`config.mk`:
```
export PLATFORM = sky130hd
export DESIGN_NAME = qam16_tx_mapper
export DESIGN_NICKNAME = d
export VERILOG_FILES = /design/src/rtl/qam16_pkg.sv /design/src/rtl/qam16_lfsr.sv /design/src/rtl/qam16_tx_mapper.sv
export SDC_FILE = /design/constraint.sdc
export NUM_CORES = 1
export LEC_CHECK = 0
export ABC_AREA = 1
export BUFFER_PORTS_ARGS = -buffer_cell sky130_fd_sc_hd__buf_4
export CORE_ASPECT_RATIO = 0.75
export CORE_UTILIZATION = 39
export CTS_BUF_LIST = sky130_fd_sc_hd__clkbuf_4
export DETAILED_ROUTE_END_ITERATION = 7
export HOLD_SLACK_MARGIN = 0.15
export PLACE_DENSITY_LB_ADDON = 0.15
export SLEW_MARGIN = 5
export SYNTH_ARGS = -nofsm -noshare
export SYNTH_HDL_FRONTEND = slang
export SYNTH_SLANG_ARGS = --single-unit
```
`constraint.sdc`:
```
create_clock -name clk -period 2.7 [get_ports clk]
set_input_delay 0.27 -clock clk [delete_from_list [all_inputs] [get_ports clk]]
set_output_delay 0.27 -clock clk [all_outputs]
set_load 0.02 [all_outputs]
```
`src/rtl/qam16_pkg.sv`:
```
// Shared QAM16 definitions: FSM states, Gray quadrant-delta table, level multipliers, PRBS7 seed/taps.
package qam16_pkg;

  typedef enum logic [1:0] {
    ST_IDLE,
    ST_TRAIN,
    ST_DATA
  } state_t;

  localparam logic [6:0] PRBS7_SEED   = 7'h7F;
  localparam int unsigned PRBS7_TAP_HI = 6;
  localparam int unsigned PRBS7_TAP_LO = 5;

  localparam int LVL_INNER = 1;
  localparam int LVL_OUTER = 3;

  function automatic logic [1:0] gray_delta(input logic [1:0] g);
    logic [1:0] d;
    case (g)
      2'b00:   d = 2'd0;
      2'b01:   d = 2'd1;
      2'b11:   d = 2'd2;
      default: d = 2'd3;
    endcase
    return d;
  endfunction

endpackage

```
`src/rtl/qam16_lfsr.sv`:
```
// PRBS7 (x^7+x^6+1) advancing two bits per enable; bits[1] is the earlier of the pair.
module qam16_lfsr
  import qam16_pkg::*;
(
  input  logic       clk,
  input  logic       rst,
  input  logic       shift_en,
  input  logic       reseed,
  output logic [1:0] bits
);

  logic [6:0] s;
  logic [6:0] s1;
  logic       b0;
  logic       b1;

  always_comb begin
    b0   = s[PRBS7_TAP_HI] ^ s[PRBS7_TAP_LO];
    s1   = {s[5:0], b0};
    b1   = s1[PRBS7_TAP_HI] ^ s1[PRBS7_TAP_LO];
    bits = {b0, b1};
  end

  always_ff @(posedge clk or negedge rst) begin
    if (!rst)
      s <= PRBS7_SEED;
    else if (reseed)
      s <= PRBS7_SEED;
    else if (shift_en)
      s <= {s1[5:0], b1};
  end

endmodule

```
`src/rtl/qam16_tx_mapper.sv`:
```
// QAM16 transmit mapper: PRBS7 corner preamble, then nibble-to-I/Q mapping held SPS clocks per symbol.
// Define QAM16_DIFF_EN for differential quadrant mapping; otherwise absolute Gray mapping.
module qam16_tx_mapper
  import qam16_pkg::*;
#(
  parameter int SPS     = 4,
  parameter int PRE_LEN = 4000,
  parameter int OW      = 12,
  parameter int AMP     = 256
) (
  input  logic                 clk,
  input  logic                 rst,
  input  logic                 tx_en,
  input  logic [3:0]           din,
  input  logic                 din_valid,
  output logic                 din_ready,
  output logic signed [OW-1:0] yi,
  output logic signed [OW-1:0] yq,
  output logic                 sym_stb,
  output logic                 busy,
  output logic                 underflow
);

  localparam int CW = $clog2(SPS);
  localparam logic signed [OW-1:0] L1 = OW'(LVL_INNER * AMP);
  localparam logic signed [OW-1:0] L3 = OW'(LVL_OUTER * AMP);

  state_t                state;
  logic [CW-1:0]         cnt;
  logic [15:0]           tcnt;
  logic                  tick;
  logic [1:0]            lq;
  logic signed [OW-1:0]  cor_i, cor_q, map_i, map_q;
`ifdef QAM16_DIFF_EN
  logic [1:0]            qref;
  logic [1:0]            dq;
  logic signed [OW-1:0]  a, b;
`endif

  assign tick      = (state != ST_IDLE) && (cnt == CW'(SPS - 1));
  assign din_ready = tick && (state == ST_DATA) && tx_en;

  qam16_lfsr u_lfsr (
    .clk      (clk),
    .rst      (rst),
    .shift_en (tick && (state == ST_TRAIN) && tx_en),
    .reseed   (tick && !tx_en),
    .bits     (lq)
  );

  always_comb begin
    case (lq)
      2'd0:    begin cor_i =  L3; cor_q =  L3; end
      2'd1:    begin cor_i = -L3; cor_q =  L3; end
      2'd2:    begin cor_i = -L3; cor_q = -L3; end
      default: begin cor_i =  L3; cor_q = -L3; end
    endcase
  end

`ifdef QAM16_DIFF_EN
  always_comb begin
    a  = din[1] ? L3 : L1;
    b  = din[0] ? L3 : L1;
    dq = qref + gray_delta(din[3:2]);
    case (dq)
      2'd0:    begin map_i =  a; map_q =  b; end
      2'd1:    begin map_i = -b; map_q =  a; end
      2'd2:    begin map_i = -a; map_q = -b; end
      default: begin map_i =  b; map_q = -a; end
    endcase
  end
`else
  function automatic logic signed [OW-1:0] glevel(input logic [1:0] g);
    logic signed [OW-1:0] v;
    case (g)
      2'b00:   v = -L3;
      2'b01:   v = -L1;
      2'b11:   v =  L1;
      default: v =  L3;
    endcase
    return v;
  endfunction

  always_comb begin
    map_i = glevel(din[3:2]);
    map_q = glevel(din[1:0]);
  end
`endif

  always_ff @(posedge clk or negedge rst) begin
    if (!rst) begin
      state     <= ST_IDLE;
      cnt       <= '0;
      tcnt      <= '0;
      yi        <= '0;
      yq        <= '0;
      sym_stb   <= 1'b0;
      busy      <= 1'b0;
      underflow <= 1'b0;
`ifdef QAM16_DIFF_EN
      qref      <= '0;
`endif
    end else begin
      sym_stb <= 1'b0;
      if (state == ST_IDLE) begin
        cnt <= '0;
        if (tx_en) begin
          state     <= ST_TRAIN;
          busy      <= 1'b1;
          underflow <= 1'b0;
          tcnt      <= '0;
        end
      end else begin
        cnt <= tick ? '0 : cnt + 1'b1;
        if (tick) begin
          // Disable only takes effect at a symbol boundary, and wipes burst context for the next preamble.
          if (!tx_en) begin
            state <= ST_IDLE;
            busy  <= 1'b0;
            yi    <= '0;
            yq    <= '0;
            tcnt  <= '0;
`ifdef QAM16_DIFF_EN
            qref  <= '0;
`endif
          end else if (state == ST_TRAIN) begin
            yi      <= cor_i;
            yq      <= cor_q;
            sym_stb <= 1'b1;
`ifdef QAM16_DIFF_EN
            qref    <= lq;
`endif
            if (tcnt == 16'(PRE_LEN - 1)) begin
              state <= ST_DATA;
              tcnt  <= '0;
            end else begin
              tcnt  <= tcnt + 1'b1;
            end
          end else begin
            sym_stb <= 1'b1;
            if (din_valid) begin
              yi   <= map_i;
              yq   <= map_q;
`ifdef QAM16_DIFF_EN
              qref <= dq;
`endif
            end else begin
              yi        <= '0;
              yq        <= '0;
              underflow <= 1'b1;
            end
          end
        end
      end
    end
  end

endmodule

```
==> impl_metrics.env <==
export IMPL_placed_area_um2=2280
export IMPL_die_area_um2=5860
export IMPL_place_congestion=0.808
export IMPL_multi_input_area_um2=987
export IMPL_cts_buffers=5
export IMPL_hpwlAfterDp_um=3090
export IMPL_fp_dieW_um=88.0
export IMPL_met1_usage_pct=23.2
export IMPL_core_area_um2=5350
export IMPL_p_leak_nw=1.27
export IMPL_final_core_util_pct=44.3
export IMPL_hold_path_class="input port to register"
export IMPL_grt_max_degree=36
export IMPL_syn_to_final_growth_pct=9.54
export IMPL_grt_pass1_wl_um=7060
export IMPL_drtIter0Drc=61
export IMPL_synthFlopType="dfrtp_1"
export IMPL_drt_total_wl_um=4190
export IMPL_route_detailed_drc=0
export IMPL_syn_inst=284
export IMPL_rsz0062_at_grt="no"
export IMPL_synth_area_top_cells="dfrtp_1, nand2_1, dfstp_2"
export IMPL_finalSetupTns_ns=0
export IMPL_io_buffers=19
export IMPL_skew_ns=0.0105
export IMPL_fillers=560
export IMPL_first_global_vias=1548
export IMPL_crit_arrival_ns=1.43
export IMPL_clockBufferDepth=2
export IMPL_end_kind="output port"
export IMPL_via_count=1699
export IMPL_synth_top_area_share_pct=32.4
export IMPL_post_route_min_period_ns=1.70
export IMPL_io_pins=36
export IMPL_syn_avg_cell_area_um2=7.62
export IMPL_drv_slew=0
export IMPL_start_util_pct=40.4
export IMPL_startpoint_type="register"
export IMPL_cts_sinks=35
export IMPL_final_area_um2=2370
export IMPL_syn_area_um2=2160
export IMPL_detail_route_antenna_nets=0
export IMPL_ys_seq_area_share_pct=40.9
export IMPL_firstDrtPassIters=4
export IMPL_rows=23
export IMPL_ys_types=32
export IMPL_p_per_area_nw_per_um2=808
export IMPL_required_ns=2.43
export IMPL_synth_most_common_cell="nand2_1"
export IMPL_clockRootBuffer="clkbuf_4"
export IMPL_chipHeight_um=66.5
export IMPL_ys_warn_count=0
export IMPL_cts_tree="yes"
export IMPL_nets=320
export IMPL_clock_latency_ns=0.34
export IMPL_wl_per_cell_um=11.0
export IMPL_grt_overflow=0
export IMPL_setup_violations=0
export IMPL_ir_drop_mv=0.224
export IMPL_grt_util_met3_pct=3.72
export IMPL_criticalPathCategory="register to output port"
export IMPL_power_mw=1.92
export IMPL_antennaDiodeCount=0
export IMPL_antenna_found_initial=0
export IMPL_regArea_um2=885
export IMPL_gr_usage_met2_pct=23.3
export IMPL_synth_async_reset_ratio_pct=100
export IMPL_cp_max_fo=5
export IMPL_cts_clk_slew_worst_paths_ns=0.11
export IMPL_final_hold_violation_count=0
export IMPL_synth_largest_area_cell="dfrtp_1"
export IMPL_via_per_inst=4.47
export IMPL_maxClockFrequency_ghz=0.588
export IMPL_grt_busiest_layer="met2"
export IMPL_drive_gt1_share_pct=16.7
export IMPL_synth_common_cells="nand2_1, inv_1, nor2_1, dfrtp_1, buf_4"
export IMPL_fin_crit_sh_pct=63.0
export IMPL_maxCapViolCount=0
export IMPL_outcome="completed"
export IMPL_grtUsageTotal_pct=16.1
export IMPL_cts_resized_gates=0
export IMPL_synth_edf_count=0
export IMPL_cts_max_level=2
export IMPL_synth_seq_cells=35
[final timing paths]
kind / startpoint / endpoint / slack [ns] / cells past startpoint
worst min register to register: cnt[0] / cnt[0] / 0.44 / 1
min in group asynchronous: rst / tcnt[9] / 0.40 / 2
worst min-delay path: tx_en / busy / 0.23 / 3
max in group asynchronous: rst / u_lfsr.s[6] / 1.94 / 2
worst max-delay path: cnt[0] / din_ready / 1.0 / 4
worst max register to register: state[0] / tcnt[14] / 1.18 / 6
[per-stage QoR]
step	setup WS, ns	instances	hold WS (ns)
floorplan	1.32	299	-0.0256
global placement	1.19	371	0.259
detailed placement	1.18	371	0.258
CTS	0.965	380	0.210
global route	0.855	380	0.215
finish	0.999	380	0.226
[flip-flops by register name, indices dropped and copies added (netlist names)]
signal     cells
tcnt          16
u_lfsr.s       7
yi             3
cnt            2
state          2
yq             2
busy           1
sym_stb        1
underflow      1
[power breakdown]
| part | leakage, nW | internal (mW) | total [mW] | switching, mW |
|---|---|---|---|---|
| clock network | 0.0426 | 0.190 | 0.370 | 0.180 |
| logic | 0.778 | 0.265 | 0.755 | 0.490 |
| registers | 0.448 | 0.687 | 0.790 | 0.103 |
[timing repair]
item / CTS / global route
hold buffers: 1 / 0
setup buffers: 0 / 0
endpoints found under the hold margin: 28 / 0
[area by class of cell]
type,count,area share [%]
multi-input combinational,195,41.6
sequential,35,37.3
inverter,47,7.44
timing repair buffer,20,6.44
tap,75,3.96
clock inverter,3,1.64
clock buffer,5,1.58
[kinds of logic after synthesis]
group / count (synthesis) / share of synthesized area, %
fa+ha+maj: 8 / 4.62
flops: 35 / 40.9
xor+xnor: 3 / 1.21
other cells: 1 / 0.173
simple gates: 141 / 29.3
compound gates: 27 / 7.69
buf+inv: 69 / 16.1
[routing by layer]
layer	share of wire, %	vias up
met3	3.9	7
met4	1.4	0
li1	-	890
met1	55	768
met5	0	-
met2	40	34
[critical path, stage by stage, from the launching register on]
cell and delay, ns:
dfrtp_1 0.37, ha_1 0.26, inv_1 0.08, nor3_1 0.21
buf_4 0.18
[placed cells by master, fill, tap and decap left out]
cell | Yosys | layout
nand2_1 | 66 | 66
inv_1 | 44 | 44
nor2_1 | 35 | 35
dfrtp_1 | 28 | 28
buf_4 | 21 | 19
nand3_1 | 17 | 17
conb_1 | 1 | 16
ha_1 | 8 | 8
o22ai_1 | 7 | 7
dfstp_2 | 7 | 7
nor2_2 | 6 | 6
a21oi_1 | 6 | 6
nand4_1 | 6 | 6
clkbuf_4 | 0 | 5
inv_2 | 3 | 3
nand2_4 | 3 | 3
o21ai_0 | 3 | 3
nor3_1 | 2 | 2
nand2_2 | 2 | 2
nand3_2 | 2 | 2
xor2_1 | 2 | 2
a31oi_1 | 2 | 2
a21o_1 | 2 | 2
o21ai_1 | 2 | 2
nor2_4 | 1 | 1
nand3b_1 | 1 | 1
o21bai_1 | 1 | 1
o31ai_1 | 1 | 1
xnor2_1 | 1 | 1
a21oi_2 | 1 | 1
o211ai_1 | 1 | 1
a22o_1 | 1 | 1
clkinv_2 | 0 | 1
clkinv_1 | 0 | 1
bufinv_16 | 0 | 1
dlygate4sd3_1 | 0 | 1
Note: power is estimated with default switching activity, not from simulation.
